==> config.mk <==
export PLATFORM = sky130hd
export DESIGN_NAME = mdu_seq
export DESIGN_NICKNAME = d
export VERILOG_FILES = /design/src/rtl/mdu_seq_pkg.sv /design/src/rtl/mdu_seq_div_iter.sv /design/src/rtl/mdu_seq.sv
export SDC_FILE = /design/constraint.sdc
export NUM_CORES = 1
export LEC_CHECK = 0
export ABC_CLOCK_PERIOD_IN_PS = 2430
export CAP_MARGIN = 20
export CORE_MARGIN = 2
export CORE_UTILIZATION = 44
export CTS_CLUSTER_DIAMETER = 200
export DETAILED_ROUTE_END_ITERATION = 10
export GPL_ROUTABILITY_DRIVEN = 1
export GPL_TIMING_DRIVEN = 0
export PLACE_DENSITY = 0.86
export SLEW_MARGIN = 30
export SYNTH_ARGS = -nofsm -noshare
export SYNTH_HDL_FRONTEND = slang
export SYNTH_SLANG_ARGS = --single-unit
==> constraint.sdc <==
create_clock -name clk -period 2.43 [get_ports clk]
set_input_delay 0.729 -clock clk [delete_from_list [all_inputs] [get_ports clk]]
set_output_delay 0.729 -clock clk [all_outputs]
set_load 0.03 [all_outputs]
==> src/rtl/mdu_seq_pkg.sv <==
`default_nettype none
// +------------------------------------------------------------------+
// | Module : mdu_seq_pkg                                              |
// | Brief  : RV32M funct3 codes, multiplier types, FSM state encoding |
// | Rev    : 1.0  initial release                                     |
// +------------------------------------------------------------------+
package mdu_seq_pkg;

    localparam logic [2:0] c_f3_mul    = 3'b000;
    localparam logic [2:0] c_f3_mulh   = 3'b001;
    localparam logic [2:0] c_f3_mulhsu = 3'b010;
    localparam logic [2:0] c_f3_mulhu  = 3'b011;
    localparam logic [2:0] c_f3_div    = 3'b100;
    localparam logic [2:0] c_f3_divu   = 3'b101;
    localparam logic [2:0] c_f3_rem    = 3'b110;
    localparam logic [2:0] c_f3_remu   = 3'b111;

    localparam logic [1:0] c_mult_type_low32      = 2'b00;
    localparam logic [1:0] c_mult_type_sxs_high32 = 2'b01;
    localparam logic [1:0] c_mult_type_sxu_high32 = 2'b10;
    localparam logic [1:0] c_mult_type_uxu_high32 = 2'b11;

    typedef enum logic [1:0] {
        S_IDLE     = 2'd0,
        S_MUL_WAIT = 2'd1,
        S_DIV_RUN  = 2'd2,
        S_DONE     = 2'd3
    } mdu_state_t;

    function automatic logic [1:0] mult_type_of(input logic [2:0] f3);
        case (f3)
            c_f3_mulh:   return c_mult_type_sxs_high32;
            c_f3_mulhsu: return c_mult_type_sxu_high32;
            c_f3_mulhu:  return c_mult_type_uxu_high32;
            default:     return c_mult_type_low32;
        endcase
    endfunction

    function automatic logic is_div_op(input logic [2:0] f3);
        return (f3 == c_f3_div) || (f3 == c_f3_divu) || (f3 == c_f3_rem) || (f3 == c_f3_remu);
    endfunction

    function automatic logic is_signed_div(input logic [2:0] f3);
        return (f3 == c_f3_div) || (f3 == c_f3_rem);
    endfunction

    function automatic logic is_rem_op(input logic [2:0] f3);
        return (f3 == c_f3_rem) || (f3 == c_f3_remu);
    endfunction

endpackage
`default_nettype wire

==> src/rtl/mdu_seq_div_iter.sv <==
`default_nettype none
// +------------------------------------------------------------------+
// | Module : mdu_seq_div_iter                                         |
// | Brief  : one-bit-per-cycle restoring divider on magnitudes        |
// | Rev    : 1.0  initial release                                     |
// +------------------------------------------------------------------+
module mdu_seq_div_iter (
    input  logic        clk,
    input  logic        rst,
    input  logic        load,
    input  logic        step,
    input  logic [31:0] dividend,
    input  logic [31:0] divisor,
    output logic [31:0] quot_nxt,
    output logic [31:0] rem_nxt
);

    logic [31:0] r_quot;
    logic [31:0] r_rem;
    logic [31:0] r_divisor;
    logic [32:0] w_rem_shift;
    logic        w_ge;

    // The outputs are the values after the current step, so the caller can
    // register the final result on the same edge as the last iteration.
    always_comb begin
        w_rem_shift = {r_rem, r_quot[31]};
        w_ge        = (w_rem_shift >= {1'b0, r_divisor});
        rem_nxt     = w_ge ? (w_rem_shift[31:0] - r_divisor) : w_rem_shift[31:0];
        quot_nxt    = {r_quot[30:0], w_ge};
    end

    always_ff @(posedge clk or negedge rst) begin
        if (!rst) begin
            r_quot    <= '0;
            r_rem     <= '0;
            r_divisor <= '0;
        end else if (load) begin
            r_quot    <= dividend;
            r_rem     <= '0;
            r_divisor <= divisor;
        end else if (step) begin
            r_quot    <= quot_nxt;
            r_rem     <= rem_nxt;
        end
    end

endmodule
`default_nettype wire

==> src/rtl/mdu_seq.sv <==
`default_nettype none
// +------------------------------------------------------------------+
// | Module : mdu_seq                                                  |
// | Brief  : sequential RV32M unit; divider built with MDU_SEQ_DIV_EN |
// | Rev    : 1.0  initial release                                     |
// +------------------------------------------------------------------+
module mdu_seq
    import mdu_seq_pkg::*;
#(
    parameter int MULT_LAT = 3
) (
    input  logic        clk,
    input  logic        rst,
    input  logic        start_i,
    input  logic [2:0]  funct3_i,
    input  logic [31:0] rs1_i,
    input  logic [31:0] rs2_i,
    input  logic [4:0]  rd_addr_i,
    input  logic        flush_i,
    output logic        mult_valid_o,
    output logic [1:0]  mult_type_o,
    output logic [31:0] mult_a_o,
    output logic [31:0] mult_b_o,
    input  logic [31:0] mult_result_i,
    output logic        stall_o,
    output logic        rd_we_o,
    output logic [4:0]  rd_addr_o,
    output logic [31:0] rd_data_o
);

    localparam logic [4:0] c_mul_last = 5'(MULT_LAT - 1);

    mdu_state_t  r_state;
    logic [4:0]  r_cnt;
    logic [2:0]  r_funct3;
    logic [31:0] r_rs1;
    logic [31:0] r_rs2;
    logic [4:0]  r_rd_addr;

    assign mult_type_o = mult_type_of(r_funct3);
    assign mult_a_o    = r_rs1;
    assign mult_b_o    = r_rs2;
    assign stall_o     = ((r_state == S_IDLE) && start_i) ||
                         (r_state == S_MUL_WAIT) || (r_state == S_DIV_RUN);

`ifdef MDU_SEQ_DIV_EN
    localparam logic [4:0] c_div_last = 5'd31;

    logic        r_neg_q;
    logic        r_neg_r;
    logic        w_signed;
    logic        w_ovf;
    logic        w_load;
    logic [31:0] w_a_mag;
    logic [31:0] w_b_mag;
    logic [31:0] w_q_nxt;
    logic [31:0] w_r_nxt;
    logic [31:0] w_zero_res;
    logic [31:0] w_ovf_res;
    logic [31:0] w_div_res;

    always_comb begin
        w_signed   = is_signed_div(funct3_i);
        w_a_mag    = (w_signed && rs1_i[31]) ? -rs1_i : rs1_i;
        w_b_mag    = (w_signed && rs2_i[31]) ? -rs2_i : rs2_i;
        w_ovf      = w_signed && (rs1_i == 32'h8000_0000) && (rs2_i == 32'hFFFF_FFFF);
        w_zero_res = is_rem_op(funct3_i) ? rs1_i : 32'hFFFF_FFFF;
        w_ovf_res  = is_rem_op(funct3_i) ? 32'h0000_0000 : 32'h8000_0000;
        // Remainder follows the dividend's sign, quotient the sign product.
        w_div_res  = is_rem_op(r_funct3) ? (r_neg_r ? -w_r_nxt : w_r_nxt)
                                         : (r_neg_q ? -w_q_nxt : w_q_nxt);
    end

    assign w_load = (r_state == S_IDLE) && start_i && !flush_i && is_div_op(funct3_i);

    mdu_seq_div_iter u_div_iter (
        .clk      (clk),
        .rst      (rst),
        .load     (w_load),
        .step     (r_state == S_DIV_RUN),
        .dividend (w_a_mag),
        .divisor  (w_b_mag),
        .quot_nxt (w_q_nxt),
        .rem_nxt  (w_r_nxt)
    );
`endif

    always_ff @(posedge clk or negedge rst) begin
        if (!rst) begin
            r_state      <= S_IDLE;
            r_cnt        <= '0;
            r_funct3     <= '0;
            r_rs1        <= '0;
            r_rs2        <= '0;
            r_rd_addr    <= '0;
            mult_valid_o <= 1'b0;
            rd_we_o      <= 1'b0;
            rd_addr_o    <= '0;
            rd_data_o    <= '0;
`ifdef MDU_SEQ_DIV_EN
            r_neg_q      <= 1'b0;
            r_neg_r      <= 1'b0;
`endif
        end else begin
            mult_valid_o <= 1'b0;
            rd_we_o      <= 1'b0;
            rd_addr_o    <= '0;
            rd_data_o    <= '0;
            if (flush_i) begin
                r_state <= S_IDLE;
                r_cnt   <= '0;
            end else begin
                case (r_state)
                    S_IDLE: begin
                        if (start_i) begin
                            r_funct3  <= funct3_i;
                            r_rs1     <= rs1_i;
                            r_rs2     <= rs2_i;
                            r_rd_addr <= rd_addr_i;
                            r_cnt     <= '0;
                            if (!is_div_op(funct3_i)) begin
                                r_state      <= S_MUL_WAIT;
                                mult_valid_o <= 1'b1;
                            end
`ifdef MDU_SEQ_DIV_EN
                            else if ((rs2_i == 32'h0) || w_ovf) begin
                                r_state   <= S_DONE;
                                rd_we_o   <= 1'b1;
                                rd_addr_o <= rd_addr_i;
                                rd_data_o <= (rs2_i == 32'h0) ? w_zero_res : w_ovf_res;
                            end else begin
                                r_state <= S_DIV_RUN;
                                r_neg_q <= w_signed && (rs1_i[31] ^ rs2_i[31]);
                                r_neg_r <= w_signed && rs1_i[31];
                            end
`else
                            else begin
                                r_state   <= S_DONE;
                                rd_we_o   <= 1'b1;
                                rd_addr_o <= rd_addr_i;
                            end
`endif
                        end
                    end
                    S_MUL_WAIT: begin
                        if (r_cnt == c_mul_last) begin
                            r_state   <= S_DONE;
                            rd_we_o   <= 1'b1;
                            rd_addr_o <= r_rd_addr;
                            rd_data_o <= mult_result_i;
                        end else begin
                            r_cnt <= r_cnt + 5'd1;
                        end
                    end
`ifdef MDU_SEQ_DIV_EN
                    S_DIV_RUN: begin
                        if (r_cnt == c_div_last) begin
                            r_state   <= S_DONE;
                            rd_we_o   <= 1'b1;
                            rd_addr_o <= r_rd_addr;
                            rd_data_o <= w_div_res;
                        end else begin
                            r_cnt <= r_cnt + 5'd1;
                        end
                    end
`endif
                    default: r_state <= S_IDLE;
                endcase
            end
        end
    end

endmodule
`default_nettype wire

Yosys cells after proc, flatten, opt, wreduce, memory -nomap -nowiden
Cells that the tools add are included.
{"block": "totals", "reg_bits": 118, "latch_bits": 0, "ram_bits": 0, "romBits": 0, "output_inout_bits": 106, "wordCells": 63, "n_memories": 0}
{"block": "classes", "add_sub_neg": 1, "n_mul": 0, "div_mod_pow": 0, "magnitude_cmp": 0, "n_eq_ne": 13, "shifts": 0, "mux": 27, "bitwise_logic": 1, "reduce_logical": 11}
{"cell": "$mux 32", "n": 3}
{"cell": "$mux 5", "n": 7}
{"cell": "$pmux 5 s2", "n": 2}
{"cell": "$eq 3x3->1 const B", "n": 4}
{"cell": "$mux 1", "n": 8}
{"cell": "$mux 2", "n": 4}
{"cell": "$eq 3x2->1 const B", "n": 2}
{"cell": "$ne 3x3->1 const B", "n": 2}
{"cell": "$pmux 2 s3", "n": 1}
{"cell": "$reduce_and 3->1", "n": 2}
{"cell": "$add 5x1->5 const B", "n": 1}
{"cell": "$eq 5x2->1 const B", "n": 1}
{"cell": "$logic_or 1x1->1", "n": 5}
{"cell": "$pmux 2 s2", "n": 1}
{"cell": "$eq 3x1->1 const B", "n": 1}
{"cell": "$ne 3x2->1 const B", "n": 1}
{"cell": "$reduce_bool 3->1", "n": 1}
{"cell": "$eq 2x1->1 const B", "n": 1}
{"cell": "$eq 2x2->1 const B", "n": 1}
{"cell": "$logic_not 2->1", "n": 1}
{"cell": "$pmux 1 s2", "n": 1}
{"cell": "$reduce_and 2->1", "n": 1}
{"cell": "$logic_and 1x1->1", "n": 1}
{"cell": "$not 1->1", "n": 1}

Longest topological paths before layout
Gate-level depths: netlist of the first run.
{"block": "depth", "word_depth": 8, "mapped_depth": 6}

Worst setup path before layout of the first run
No wires, ideal clock.
{"block": "synth_path", "kind": "in2out", "start": "in start_i", "end": "out stall_o", "arrival_ns": 1.246, "slack_ns": 0.455, "stages": 2, "path_cell_list": "nor3_1 > a21oi_1"}
{"block": "synth_via", "elab_chain_len": 3}
{"item": "start: declaration", "line_no": "mdu_seq.sv:14", "rtl": "input logic start_i,"}
{"item": "$logic_and 1x1->1", "line_no": "mdu_seq.sv:43", "rtl": "assign stall_o = ((r_state == S_IDLE) && start_i) ||"}
{"item": "$logic_or 1x1->1", "line_no": "mdu_seq.sv:43"}
{"item": "$logic_or 1x1->1", "line_no": "mdu_seq.sv:44", "rtl": "(r_state == S_MUL_WAIT) || (r_state == S_DIV_RUN);"}
{"item": "end: declaration", "line_no": "mdu_seq.sv:25", "rtl": "output logic stall_o,"}
No other way between the ends.

Worst setup path in the final report of the first run
Same ends and word-level chain as after synthesis.

==> run_results.csv, run 1 <==
group,metric,value,unit
clock_tree,cts_max_path_buffers,2,
timing,clock_skew,0.00553,ns
synth,synthAdderAreaFrac,0.562,%
clock_tree,clock_sinks,118,
synth,synth-xor-area-share,0,%
clock_tree,hold_buffers,0,
die,rows,36,
synth,avgSynthCellArea,15.6,µm²
timing,finalHoldViolations,0,
power,combPwrFrac,26.5,%
power,switching_share,27.9,%
worst_hold_path,min_path_type,"input port to async pin",
die,die_area,10900,µm²
global_routing,antenna_found_initial,0,
timing,fin_setup_tns,0,ns
synth,ys_warn_count,0,
synth,synthTopCellsByArea,"dfrtp_1 (66%), mux2_2 (18%), and2_2 (5.6%)",
synth,synth_seq_cells,118,
cells_and_area,final_common_cell,"clkdlybuf4s50_1",
cells_and_area,diodes,0,
synth,synth_top_family_by_area,"multiplexers",
die,fp.dieW,105,µm
clock_tree,clk_pin_slew,0.06,ns
global_routing,grt_max_degree,64,
drt,drt-initial-drc-count,115,
cells_and_area,most-common-layout-cells,"clkdlybuf4s50_1 (209), dfrtp_1 (118), mux2_2 (72)",
die,die_h,105,µm
synth,synthFlopType,"dfrtp_1",
timing,max_freq,425,MHz
cells_and_area,register_area,2950,µm²
power,internal_power,4.90,mW
drt,route.vias.total,3206,
power,power_frac_seq,35.9,%
status,status,"finished clean",
critical_path,crit_type,"input port to output pin",
timing,worst_pin_slew,0.776,ns
synth,yosysSeqAreaShare,66.3,%
timing,rsz0062_at_grt,"false",
cells_and_area,multiInputGateArea,1400,µm²
power,leakage,3.19,nW
critical_path,cp.required,1.70,ns
synth,ys_types,34,
synth,synth_nets,395,
synth,synth_mux_area_share,18.2,%
timing,setup_viol,0,
drt,ant_nets,0,
clock_tree,htree_num_levels,4,
place,place_congestion,0.737,
timing,max_slew_margin,48.1,%
power,power.share.clock,37.6,%
die,initial_core_util,45.4,%
power,pwr_density_cell,919,nW/µm²
synth,ys_async_sr_fraction,100,%
synth,netlist_area,4460,µm²
global_routing,global_route.usage.total,21.7,%
synth,synth_edf_count,0,
synth,synth-compound-area-share,2.64,%
synth,synth_top_area_share,66.3,%
cells_and_area,num-fill-cells,668,
critical_path,worstPathArrival,1.63,ns
power,p_switching,1.90,mW
critical_path,cp-start-kind,"input port",
power,ir_worst_vdd,0.000654,V
timing,min_period_over_period,96.9,%
drt,drc,0,
synth,synth_top_area_cell,"dfrtp_1",
cells_and_area,area_growth_syn_to_layout,66.1,%
drt,viasPerCell,4.83,
clock_tree,cts_made_buffers,17,
place,portBuffers,213,
drt,wirelength,11.1,mm
run,cap_violations,0,
critical_path,end_kind,"output pin",
synth,synth_simple_gate_area_share,9.86,%
clock_tree,cts_tree,"done",
timing,finalMaxSlewViolations,0,
cells_and_area,nets,628,
timing,period_minus_slack,2.35,ns
place,dp_hpwl,8.03,mm
drt,wl_per_cell,16.7,µm
global_routing,gr-total-overflow,0,
synth,synthCells,285,
global_routing,grt_pass1_vias,3536,
clock_tree,cts_root_buffer,"clkbuf_8",
cells_and_area,final_util,75.4,%
die,pin_count,214,
global_routing,grt_first_pass_wirelength,18.5,mm
die,core,9820,µm²
clock_tree,clock_latency,0.50,ns
drt,first_pass_iters,4,
critical_path,crit_fanout,3,
cells_and_area,layout-drive-gt1-share,29.8,%
-- cells by family (layout without fill, tap and decap cells) --
logic type               count (synthesis)  after routing
buffers and inverters                   15            261
multiplexers                            72             72
AND/OR/NAND/NOR                         62             62
AO/OA/AOI/OAI                           16             16
adder cells (fa/ha/maj)                  2              2
flip-flops                             118            118
-- worst max-delay path, stage by stage --
cell,delay [ns]
clkdlybuf4s50_1,0.51
nor3_1,0.06
a21oi_1,0.11
buf_2,0.22
-- per-stage QoR --
stage / hold slack (ns) / setup WS, ns / instances / area [µm²] / total power [mW]
finish: 0.140 / 0.0756 / 664 / 7400 / 6.80
global route: 0.148 / 0.0382 / 664 / 7400 / 7.07
CTS: 0.132 / 0.0685 / 664 / 7390 / 6.87
detailed placement: 0.491 / -0.402 / 632 / 6790 / 4.30
global placement: 0.483 / -3.72 / 631 / 6750 / 4.23
floorplan: 0.433 / 0.455 / 285 / 4460 / 3.39
-- layer usage --
metal	GRT usage [%]	up-vias	wire, µm
met5	0	-	0
met4	7.62	0	182
met3	8.42	18	803
met2	38.8	130	6100
met1	23.4	1601	4030
li1	-	1457	-
-- power by group through the flow --
stage | combinational (mW) | sequential [mW] | clock [mW]
3_3_place_gp | 1.78 | 2.45 | 0
2_1_floorplan | 0.391 | 3.00 | 0
6_report | 1.80 | 2.44 | 2.55
5_1_grt | 1.89 | 2.48 | 2.69
4_1_cts | 1.83 | 2.44 | 2.60
3_5_place_dp | 1.82 | 2.47 | 0
-- flip-flops by register name (all words and copies together) (netlist names) --
name	cells
mult_b_o	32
rd_data_o	32
rd_addr_o	5
r_cnt	5
r_funct3	3
r_state	2
mult_a_o	32
mult_valid_o	1
rd_we_o	1
r_rd_addr	5
-- cell usage after synthesis, types with 3 or more instances --
| master | count |
|---|---|
| a21oi_1 | 4 |
| mux2_2 | 72 |
| nor2b_1 | 4 |
| buf_6 | 6 |
| a32oi_1 | 5 |
| and2_2 | 33 |
| a31o_2 | 3 |
| dfrtp_1 | 118 |
| nor2_1 | 8 |
| clkbuf_2 | 3 |
-- area by class of cell --
cell class | instances | area share (%)
multi-input combinational | 152 | 18.9
sequential | 118 | 39.9
tap | 133 | 2.25
timing repair buffer | 214 | 29.2
inverter | 2 | 0.101
clock inverter | 9 | 2.00
buffer | 13 | 1.39
clock buffer | 23 | 6.31
-- path summary, 6_finish.rpt --
kind                               from            to  slack [ns]  depth (start not counted)
max reg2reg                  r_state[0]   mult_b_o[7]        0.54                          5
max                             start_i       stall_o        0.08                          4
min reg2reg                mult_b_o[24]  mult_b_o[24]        0.50                          1
min in group clk           mult_b_o[24]  mult_b_o[24]        0.50                          1
max in group asynchronous           rst  mult_a_o[11]        1.65                          2
min                                 rst  mult_a_o[24]        0.14                          1
-- repair_timing --
action / in CTS / in global routing
buffers inserted: 0 / 0
setup endpoints to repair: 3 / 0
resized for setup: 7 / 0
Power figures use the tool's default switching activity.
==> run 2: changes to the inputs <==
CORE_ASPECT_RATIO = 0.5   (was unset)
CORE_UTILIZATION = 35   (was 44)
PLACE_DENSITY = 0.71   (was 0.86)
==> run 2 against run 1 <==
Net effect:
- core utilization down 16 points
- combinational power about the same
- first-iteration DRC count down 3.5%
- sequential power about the same
- via count down 0.78%
- power down 1.1%
- clock skew up 0.0026 ns
- largest cell class unchanged
==> run_results.csv, run 2 (synthesis gave the netlist of run 1 again) <==
group,metric,value,unit
drt,wirelength,10.9,mm
critical_path,path_cells,"clkdlybuf4s50_1, nor3_1, a21oi_1, buf_2",
power,ir_worst_vdd,0.000478,V
drt,ant_nets,0,
global_routing,grt_pass1_vias,3378,
drt,drc,0,
critical_path,crit_fanout,3,
run,cap_violations,0,
power,leakage,3.16,nW
timing,fin_setup_tns,0,ns
critical_path,reg2regPathDepth,5,
die,pin_count,214,
die,die_h,83.8,µm
drt,drt-initial-drc-count,111,
drt,first_pass_iters,4,
timing,holdWs,0.193,ns
global_routing,grt_max_degree,83,
clock_tree,cts_root_buffer,"clkbuf_16",
critical_path,crit_family,"buffers and inverters",
global_routing,antenna_found_initial,0,
drt,wl_per_cell,15.6,µm
critical_path,crit_type,"input port to output pin",
clock_tree,cts_setup_buffers,0,
clock_tree,htree_num_levels,4,
place,place_congestion,0.745,
critical_path,path_buf_inv,2,
global_routing,global_route.usage.total,16.6,%
die,fp.dieW,164,µm
global_routing,grt_first_pass_wirelength,17.3,mm
drt,route.vias.total,3181,
cells_and_area,nets,628,
cells_and_area,final_util,59.1,%
worst_hold_path,min_path_type,"input port to async pin",
critical_path,critical_path.slowest_cell,"clkdlybuf4s50_1",
critical_path,cp_slowest_stage_delay,0.49,ns
critical_path,worstPathArrival,1.61,ns
clock_tree,cts_resized,5,
timing,period_minus_slack,2.34,ns
timing,min_period_over_period,96.3,%
clock_tree,clk_pin_slew,0.06,ns
cells_and_area,final_common_cell,"clkdlybuf4s50_1",
die,initial_core_util,35.5,%
clock_tree,clock_latency,0.41,ns
die,core,12600,µm²
cells_and_area,area_growth_syn_to_layout,66.4,%
cells_and_area,diodes,0,
clock_tree,cts_max_path_buffers,2,
drt,viasPerCell,4.54,
die,rows,29,
critical_path,worst-r2r-setup-slack,0.57,ns
clock_tree,cts_made_buffers,17,
timing,finalMaxSlewViolations,0,
timing,clock_skew,0.00812,ns
status,status,"finished clean",
power,power,6.72,mW
timing,max_slew_margin,45.8,%
critical_path,rr_startpoint,"r_state[0]",
cells_and_area,register_area,2950,µm²
cells_and_area,most-common-layout-cells,"clkdlybuf4s50_1 (211), dfrtp_1 (118), mux2_2 (72)",
global_routing,gr-total-overflow,0,
clock_tree,hold_buffers,0,
cells_and_area,num-fill-cells,1032,
clock_tree,cts_tree,"done",
cells_and_area,multiInputGateArea,1400,µm²
clock_tree,clock_sinks,118,
place,portBuffers,213,
timing,setup_viol,0,
critical_path,end_kind,"output pin",
timing,rsz0062_at_grt,"false",
timing,max_freq,427,MHz
critical_path,r2r-end,"r_rd_addr[2]",
power,pwr_density_cell,907,nW/µm²
critical_path,cp.required,1.70,ns
timing,worst_pin_slew,0.810,ns
critical_path,cp-start-kind,"input port",
die,die_area,13700,µm²
place,dp_hpwl,8.00,mm
timing,finalHoldViolations,0,
cells_and_area,layout-drive-gt1-share,29.4,%
## run 2: area by class of cell
class	count	area share, %
multi-input combinational	152	18.9
buffer	13	1.38
clock inverter	9	1.72
timing repair buffer	214	29.1
sequential	118	39.8
tap	170	2.87
inverter	2	0.101
clock buffer	22	6.12
## run 2: worst max path at each step
| stage | cells after the start | startpoint | end |
|---|---|---|---|
| floorplan | 2 | start_i | stall_o |
| global placement | 1 | rst | mult_b_o[25] |
| detailed placement | 4 | start_i | stall_o |
| CTS | 4 | start_i | stall_o |
| global route | 4 | start_i | stall_o |
| finish | 4 | start_i | stall_o |
## run 2: worst reg2reg max path, stage by stage (launching register included)
cell	delay, ns
dfrtp_1	0.45
nor3b_1	0.34
and2b_1	0.20
buf_4	0.22
buf_6	0.19
mux2_2	0.34
## run 2: where the power goes
group | internal [mW] | switching, mW
logic | 0.892 | 0.916
registers | 2.28 | 0.157
clock network | 1.63 | 0.856
## run 2: through the flow
stage | setup slack, ns | area [µm²] | cells
finish | 0.0908 | 7420 | 700
global route | 0.0375 | 7420 | 700
CTS | 0.0819 | 7410 | 700
detailed placement | -0.417 | 6830 | 669
global placement | -4.06 | 6800 | 668
floorplan | 0.455 | 4460 | 285
## run 2: layer usage
metal  vias up  part of all wire, %  global-route usage [%]
met1      1635                   40                    19.2
met4         0                  1.8                    6.78
met2        72                   53                    29.3
li1       1459                    -                       -
met5         -                    0                       0
met3        15                  4.8                    4.62
